### src/rtl/rr_resource_arbiter.sv
// Round-robin arbiter for one shared resource: registered one-hot grant with a bounded
// tenure, released on done, withdrawal or hold limit, followed by one turnaround cycle.
module rr_resource_arbiter #(
    parameter int unsigned N_REQ    = 4,
    parameter int unsigned MAX_HOLD = 16,
    parameter int unsigned ID_W     = $clog2(N_REQ)
) (
    input  logic             clk,
    input  logic             rst,
    input  logic [N_REQ-1:0] req,
    input  logic             done,
    output logic [N_REQ-1:0] gnt,
    output logic [ID_W-1:0]  gnt_id,
    output logic             busy,
    output logic             timeout
);

    localparam int unsigned HOLD_W = $clog2(MAX_HOLD + 1);

    typedef enum logic [1:0] {StIdle, StGrant, StGap} state_e;

    state_e             state_q, state_d;
    logic [N_REQ-1:0]   gnt_q, gnt_d;
    logic [ID_W-1:0]    gnt_id_q, gnt_id_d;
    logic               busy_q, busy_d;
    logic               timeout_q, timeout_d;
    logic [ID_W-1:0]    ptr_q, ptr_d;
    logic [HOLD_W-1:0]  hold_q, hold_d;

    logic               win_found;
    logic [ID_W-1:0]    win_idx;
    logic [ID_W-1:0]    cand;
    logic               limit;
    logic               withdrawn;

    // (base + off) mod N_REQ; works for non-power-of-two N_REQ.
    function automatic logic [ID_W-1:0] wrap_add(input logic [ID_W-1:0] base,
                                                  input int unsigned off);
        int unsigned sum;
        sum = 32'(base) + off;
        if (sum >= N_REQ) sum = sum - N_REQ;
        return ID_W'(sum);
    endfunction

    always_comb begin
        win_found = 1'b0;
        win_idx   = '0;
        cand      = '0;
        for (int unsigned i = 0; i < N_REQ; i++) begin
            cand = wrap_add(ptr_q, i);
            if (!win_found && req[cand]) begin
                win_found = 1'b1;
                win_idx   = cand;
            end
        end
    end

    assign limit     = (hold_q == HOLD_W'(MAX_HOLD));
    assign withdrawn = !req[gnt_id_q];

    always_comb begin
        state_d   = state_q;
        gnt_d     = gnt_q;
        gnt_id_d  = gnt_id_q;
        busy_d    = busy_q;
        timeout_d = 1'b0;
        ptr_d     = ptr_q;
        hold_d    = hold_q;
        unique case (state_q)
            StIdle: begin
                if (win_found) begin
                    gnt_d    = N_REQ'(1) << win_idx;
                    gnt_id_d = win_idx;
                    busy_d   = 1'b1;
                    hold_d   = HOLD_W'(1);
                    ptr_d    = wrap_add(win_idx, 1);
                    state_d  = StGrant;
                end
            end
            StGrant: begin
                hold_d = hold_q + HOLD_W'(1);
                if (done || withdrawn || limit) begin
                    gnt_d     = '0;
                    busy_d    = 1'b0;
                    hold_d    = '0;
                    // Only a pure hold-limit expiry is reported as a timeout.
                    timeout_d = limit && !done && !withdrawn;
                    state_d   = StGap;
                end
            end
            StGap: begin
                state_d = StIdle;
            end
            default: begin
                state_d = StIdle;
            end
        endcase
    end

    always_ff @(posedge clk) begin
        if (rst) begin
            state_q   <= StIdle;
            gnt_q     <= '0;
            gnt_id_q  <= '0;
            busy_q    <= 1'b0;
            timeout_q <= 1'b0;
            ptr_q     <= '0;
            hold_q    <= '0;
        end else begin
            state_q   <= state_d;
            gnt_q     <= gnt_d;
            gnt_id_q  <= gnt_id_d;
            busy_q    <= busy_d;
            timeout_q <= timeout_d;
            ptr_q     <= ptr_d;
            hold_q    <= hold_d;
        end
    end

    assign gnt     = gnt_q;
    assign gnt_id  = gnt_id_q;
    assign busy    = busy_q;
    assign timeout = timeout_q;

endmodule

### config.mk
export PLATFORM = sky130hd
export DESIGN_NAME = rr_resource_arbiter
export DESIGN_NICKNAME = d
export VERILOG_FILES = /design/src/rtl/rr_resource_arbiter.sv
export SDC_FILE = /design/constraint.sdc
export NUM_CORES = 1
export LEC_CHECK = 0
export CAP_MARGIN = 20
export CELL_PAD_IN_SITES_DETAIL_PLACEMENT = 1
export CELL_PAD_IN_SITES_GLOBAL_PLACEMENT = 1
export CORE_UTILIZATION = 45
export CTS_BUF_LIST = sky130_fd_sc_hd__clkbuf_8
export DETAILED_ROUTE_END_ITERATION = 10
export GPL_TIMING_DRIVEN = 1
export HOLD_SLACK_MARGIN = 0.06
export PLACE_DENSITY_LB_ADDON = 0.1
export REMOVE_ABC_BUFFERS = 1
export SKIP_LAST_GASP = 1
export SYNTH_ARGS = -nofsm -noshare
export SYNTH_HDL_FRONTEND = slang
export SYNTH_SLANG_ARGS = --single-unit
### constraint.sdc
create_clock -name clk -period 3.05 [get_ports clk]
set_clock_uncertainty 0.2 [all_clocks]
set_input_delay 0.61 -clock clk [delete_from_list [all_inputs] [get_ports clk]]
set_output_delay 0.61 -clock clk [all_outputs]
set_load 0.1 [all_outputs]
### Word-level counts from Yosys, hierarchy flattened

Index checks and enable logic that the tools add are counted.

* bits in latches: 0
* register bits after elaboration: 17
* logic and storage cells: 88
* ROM bits: 0
* RAM bits: 0
* output and inout port bits: 8
* memories: 0

* bitwise operators: 2
* div/mod/pow operators: 0
* multipliers: 0
* reductions and logical operators: 19
* add/sub/neg operators: 10
* shift-type cells: 1
* mux-type cells: 35
* order comparisons: 10
* eq/ne operators: 4

Operators with widths (count)
* 2-bit 2-to-1 mux: 11
* 2-bit by 3-bit < comparator with 1-bit output, second input constant: 5
* 3-bit >= comparator, second input constant: 4
* 1-bit 2-to-1 mux: 11
* 1-bit binary-select mux with 2-bit select: 5
* 5-bit 2-to-1 mux: 2
* 5-bit one-hot mux with 2 select lines: 1
* 2-bit by 1-bit subtractor with 2-bit output, second input constant: 5
* 4-bit 2-to-1 mux: 2
* 4-bit one-hot mux with 2 select lines: 1
* 2-bit by 1-bit adder with 3-bit output, second input constant: 2
* 2-bit by 2-bit adder with 3-bit output, second input constant: 2
* 2-bit AND reduction: 3
* 5-bit by 1-bit adder with 5-bit output, second input constant: 1
* 5-bit equality test, second input constant: 1
* 1-bit logical AND: 5
* 1-bit logical NOT: 5
* 2-bit inequality test, second input constant: 2
* 2-bit one-hot mux with 2 select lines: 1
* 1-bit by 2-bit left shift with 4-bit output, first input constant: 1
* 2-bit by 3-bit >= comparator with 1-bit output, second input constant: 1
* 3-bit AND reduction: 1
* 3-bit OR reduction: 1
* 2-bit by 1-bit equality test with 1-bit output, second input constant: 1
* 5 further kinds: 7

### Longest topological paths before layout

* word-level depth: 17
* depth in mapped cells: 8
* depth with buffers taken out: 7

### Least setup slack after synthesis

Ideal clock, no wire load.

* path type: reg-to-reg
* from: register gnt_id_q[0], in the netlist gnt_id[0]
* to: register gnt_q[0], in the netlist gnt[0]
* stages on the path, launching flop included: 6
* setup time: 0.070 ns
* setup slack: 0.931 ns
* arrival time: 1.850 ns
* path buffers: 1
* path through: dfxtp_1 mux2i_1 o22ai_2 buf_2 nand4_1 a21oi_1

* longest elaborated chain between the ends: 7

Ends and longest elaborated chain
* start, declared: RTL line 24 `logic [ID_W-1:0] gnt_id_q, gnt_id_d;`
* start signal, assigned: RTL line 112 `gnt_id_q <= gnt_id_d;`
* 1-bit binary-select mux with 2-bit select: RTL line 59 `assign withdrawn = !req[gnt_id_q];`
* 1-bit 2-to-1 mux (not written as such): RTL line 59
* 1-bit logical NOT: RTL line 59
* 1-bit logical OR (2 in a row): RTL line 82 `if (done || withdrawn || limit) begin`
* 2-bit inequality test (no line)
* 3-bit AND reduction (no line)
* end signal, assigned: RTL line 111 `gnt_q <= gnt_d;`
* end, declared: RTL line 23 `logic [N_REQ-1:0] gnt_q, gnt_d;`

Every way passes these cells. The select of a mux whose other input is x is not followed.
A chain may end at the register's enable or synchronous reset.

### Worst setup path in the final report

* from: input port req[3]
* to: register gnt_q[2], in the netlist gnt[2]

* longest elaborated chain between the ends: 15
* elaborated cells on any way between the ends: 33

Ends and longest elaborated chain
* start, declared: RTL line 10 `input logic [N_REQ-1:0] req,`
* 1-bit binary-select mux with 2-bit select: RTL line 51 `if (!win_found && req[cand]) begin`
* 1-bit 2-to-1 mux (not written as such): RTL line 51
* 1-bit 2-to-1 mux: RTL line 51
* 1-bit logical NOT: RTL line 51
* 1-bit logical AND: RTL line 51
* 1-bit 2-to-1 mux: RTL line 51
* 1-bit logical NOT: RTL line 51
* 1-bit logical AND: RTL line 51
* 1-bit 2-to-1 mux: RTL line 51
* 1-bit logical NOT: RTL line 51
* 1-bit logical AND: RTL line 51
* 2-bit 2-to-1 mux *: RTL line 51
* net win_idx[0]: RTL line 31 `logic [ID_W-1:0] win_idx;`
* 1-bit by 2-bit left shift with 4-bit output *: RTL line 72 `gnt_d = N_REQ'(1) << win_idx;`
* 4-bit 2-to-1 mux *: RTL line 71 `if (win_found) begin`
* 4-bit one-hot mux with 2 select lines *: RTL line 69 `unique case (state_q)`

The timed path passes the listed nets; every way through them passes the cells marked *. The select of a mux whose other input is x is not followed.

==> impl_results.md <==
- Final net count: ~140
- Port bufs: 14
- Post_cts resized: 0
- Die Span Y: about 50 um
- Max Slew Vio Count: 0
- Post-Synthesis Cells: roughly 120
- Cell area after layout: approximately 0.0012 mm2
- Reg-to-Reg Start: ptr_q[1]
- DP Area: between 0.001 and 0.0015 mm2
- Hold Path Sink: gnt[2]
- IO Pins: 15
- Post-DP HPWL: 1.763 mm
- Ys async rst share: 0
- Routed length per placed instance: ~15 um
- Initial antenna violation count: 0
- Pre-Repair DR Iteration Count: 3
- Total CTS buffers: 3
- Layout cell share with drive strength beyond 1: 0.1462
- Clock sink total: 17
- DIE AREA: ~0.0025 mm2
- Static Leakage: roughly 0.00046 uW
- Critical path peak fanout: 7
- Avg Synthesized Cell Area: 8.834 um2
- Commonest cells after routing, fill and taps aside: dfxtp_1, a21oi_1, buf_4
- Core Area: between 0.002 and 0.0025 mm2
- Critical path class: primary input to flop
- Vias in the first global route: approximately 900
- Maximum number of pins on one net before global-route repair: 14
- Clock Pin Slew Worst Setup and Hold Paths: 0.07 ns
- Gr usage total: 0.2200
- Setup bufs post-CTS: 0
- ANT nets after route: 0
- Fmax achieved: 396.2 MHz
- Worst hold path depth: 2
- Final Util: 0.5852
- Seq/Total Area, Yosys: 0.3321
- Clk root buf: clkbuf_8
- Area grow syn2layout: 16.61%
- Worst setup EP type: flop
- Routability congestion estimate from global placement: 0.8968
- Grt ovf: 0
- Status: completed
- Worst Reg-to-Reg Cells: 7
- RSZ-0062 raised after global routing: no
- Reg2reg setup slack: roughly 0.96 ns
- Detailed-route via count: just under 900
- Final Total Pwr: ~750 uW
- Most used DFF post-synth: dfxtp_1
- Finished Layout Cells: roughly 160
- Setup-failing EPs final: 0
- Commonest non-fill, non-tap cell in the layout: dfxtp_1
- Hold path startpoint: gnt[2]
- Synth Register Bits: 17
- Critical path arrival: ~2.5 ns
- H-tree levels: 1
- Distinct cell type count after synthesis: 38
- First-pass GRT wire length: 4.236 mm
- Setup TNS: 0 ns
- DRC violations left: 0
- Placed cell count: 153
- Final Cycle Share: 0.8276
- Pwr/cell area: around 630 mW/mm2
- N_diodes: 0
- Hold Crit Class: flop to flop
- Effective utilization at floorplan: 0.5018
- Startpoint Class: primary input
- Final hold vios: 0
- CP required: between 2 and 3 ns
- Max VDD drop: between 0.0005 and 0.0006 V
- Site row count: 16
- Die span in x: between 40 and 50 um
- Synth Warn #: 0
- Max_slew headroom: 0.6558
- Mapped Area: 0.001025 mm2
- R2r endpoint: gnt[2]
- Initial DRC Count: 5
- Worst skew pair latency: 0.25 ns
- Wirelength, routed: approximately 2.4 mm
- Hold Buf Count CTS: 0
- CTS tree: yes
- Number of enable flip-flop cells after synthesis: 0
- Max Cap Viol: 0
- Min cycle time layout: roughly 2.5 ns
- Least-Margin Pin Slew: about 0.51 ns
- Vias per inst: roughly 5.7
- CTS max path bufs: 2
## cells in the mapped netlist (2+ instances only)
master / count / area share
dfxtp_1: 17 / 0.33
a21oi_1: 10 / 0.049
mux2i_1: 8 / 0.078
nand2_1: 8 / 0.029
inv_1: 7 / 0.026
nor2_1: 7 / 0.026
ha_1: 6 / 0.073
and2_1: 5 / 0.031
nand2b_1: 5 / 0.031
nand4_1: 4 / 0.024
nand3_1: 3 / 0.015
nor3_1: 3 / 0.015
o21ai_0: 3 / 0.015
a2111oi_0: 2 / 0.017
a31oi_1: 2 / 0.012
buf_2: 2 / 0.0098
clkbuf_1: 2 / 0.0073
nor4_1: 2 / 0.012
## cells by family after synthesis
family / after synthesis / synth area share
AO/OA/AOI/OAI: 27 / 0.1893
flip-flops: 17 / 0.3321
AND/OR/NAND/NOR: 44 / 0.2503
XOR/XNOR: 1 / 0.008549
adder cells (fa/ha/maj): 6 / 0.07326
multiplexers: 8 / 0.07815
buffers and inverters: 13 / 0.06838
## registers in the layout, summed over array words and instances, names as in the netlist
signal and flops:
ptr_q 2, hold_q 5, gnt_id 2, gnt 4, timeout 1, state_q 2, busy 1
## per-layer routing
layer	share of wire	global-route usage	wire length, um
met1	0.49	0.2792	1160
met3	0.027	0.05556	64
met2	0.48	0.3874	1141
met5	0	0	0
met4	0	0.01429	0
## worst max-delay path: stages
cell and delay (ns):
clkdlybuf4s50_1 0.64, nand2b_1 0.15, a21oi_1 0.08, nor4_1 0.41
inv_1 0.14, ha_1 0.23, mux2i_1 0.13, a21oi_1 0.08
## cell type report
cell class                      count  area (um2)
Tap cell                           27       33.78
Timing Repair Buffer               16       135.1
Sequential cell                    17       340.3
Clock inverter                      1       3.754
Multi-Input combinational cell     86       614.3
Inverter                            7       26.28
Fill cell                         264       847.1
Clock buffer                        3       41.29
## worst max path at each step
stage	from	end	slack [ns]
6_report	req[3]	gnt[2]	0.53
5_1_grt	req[3]	gnt[2]	0.32
4_1_cts	req[3]	gnt[2]	0.51
3_5_place_dp	req[3]	gnt[2]	0.24
3_3_place_gp	req[3]	gnt[0]	0.21
2_1_floorplan	gnt_id[0]	hold_q[0]	0.77
## report_power, final
part,switching [uW],internal [uW]
Combinational,208,92.3
Sequential,33.3,250
Clock,77.9,89.4
Total,320,431
## metrics by stage
stage	hold slack [ns]	worst slack (ns)
after floorplan	0.2627	0.7659
after global placement	0.2701	0.2058
after detailed placement	0.2772	0.2416
after CTS	0.2885	0.5056
after global routing	0.3171	0.3165
final	0.2886	0.5259
(Power assumes the default switching activity.)
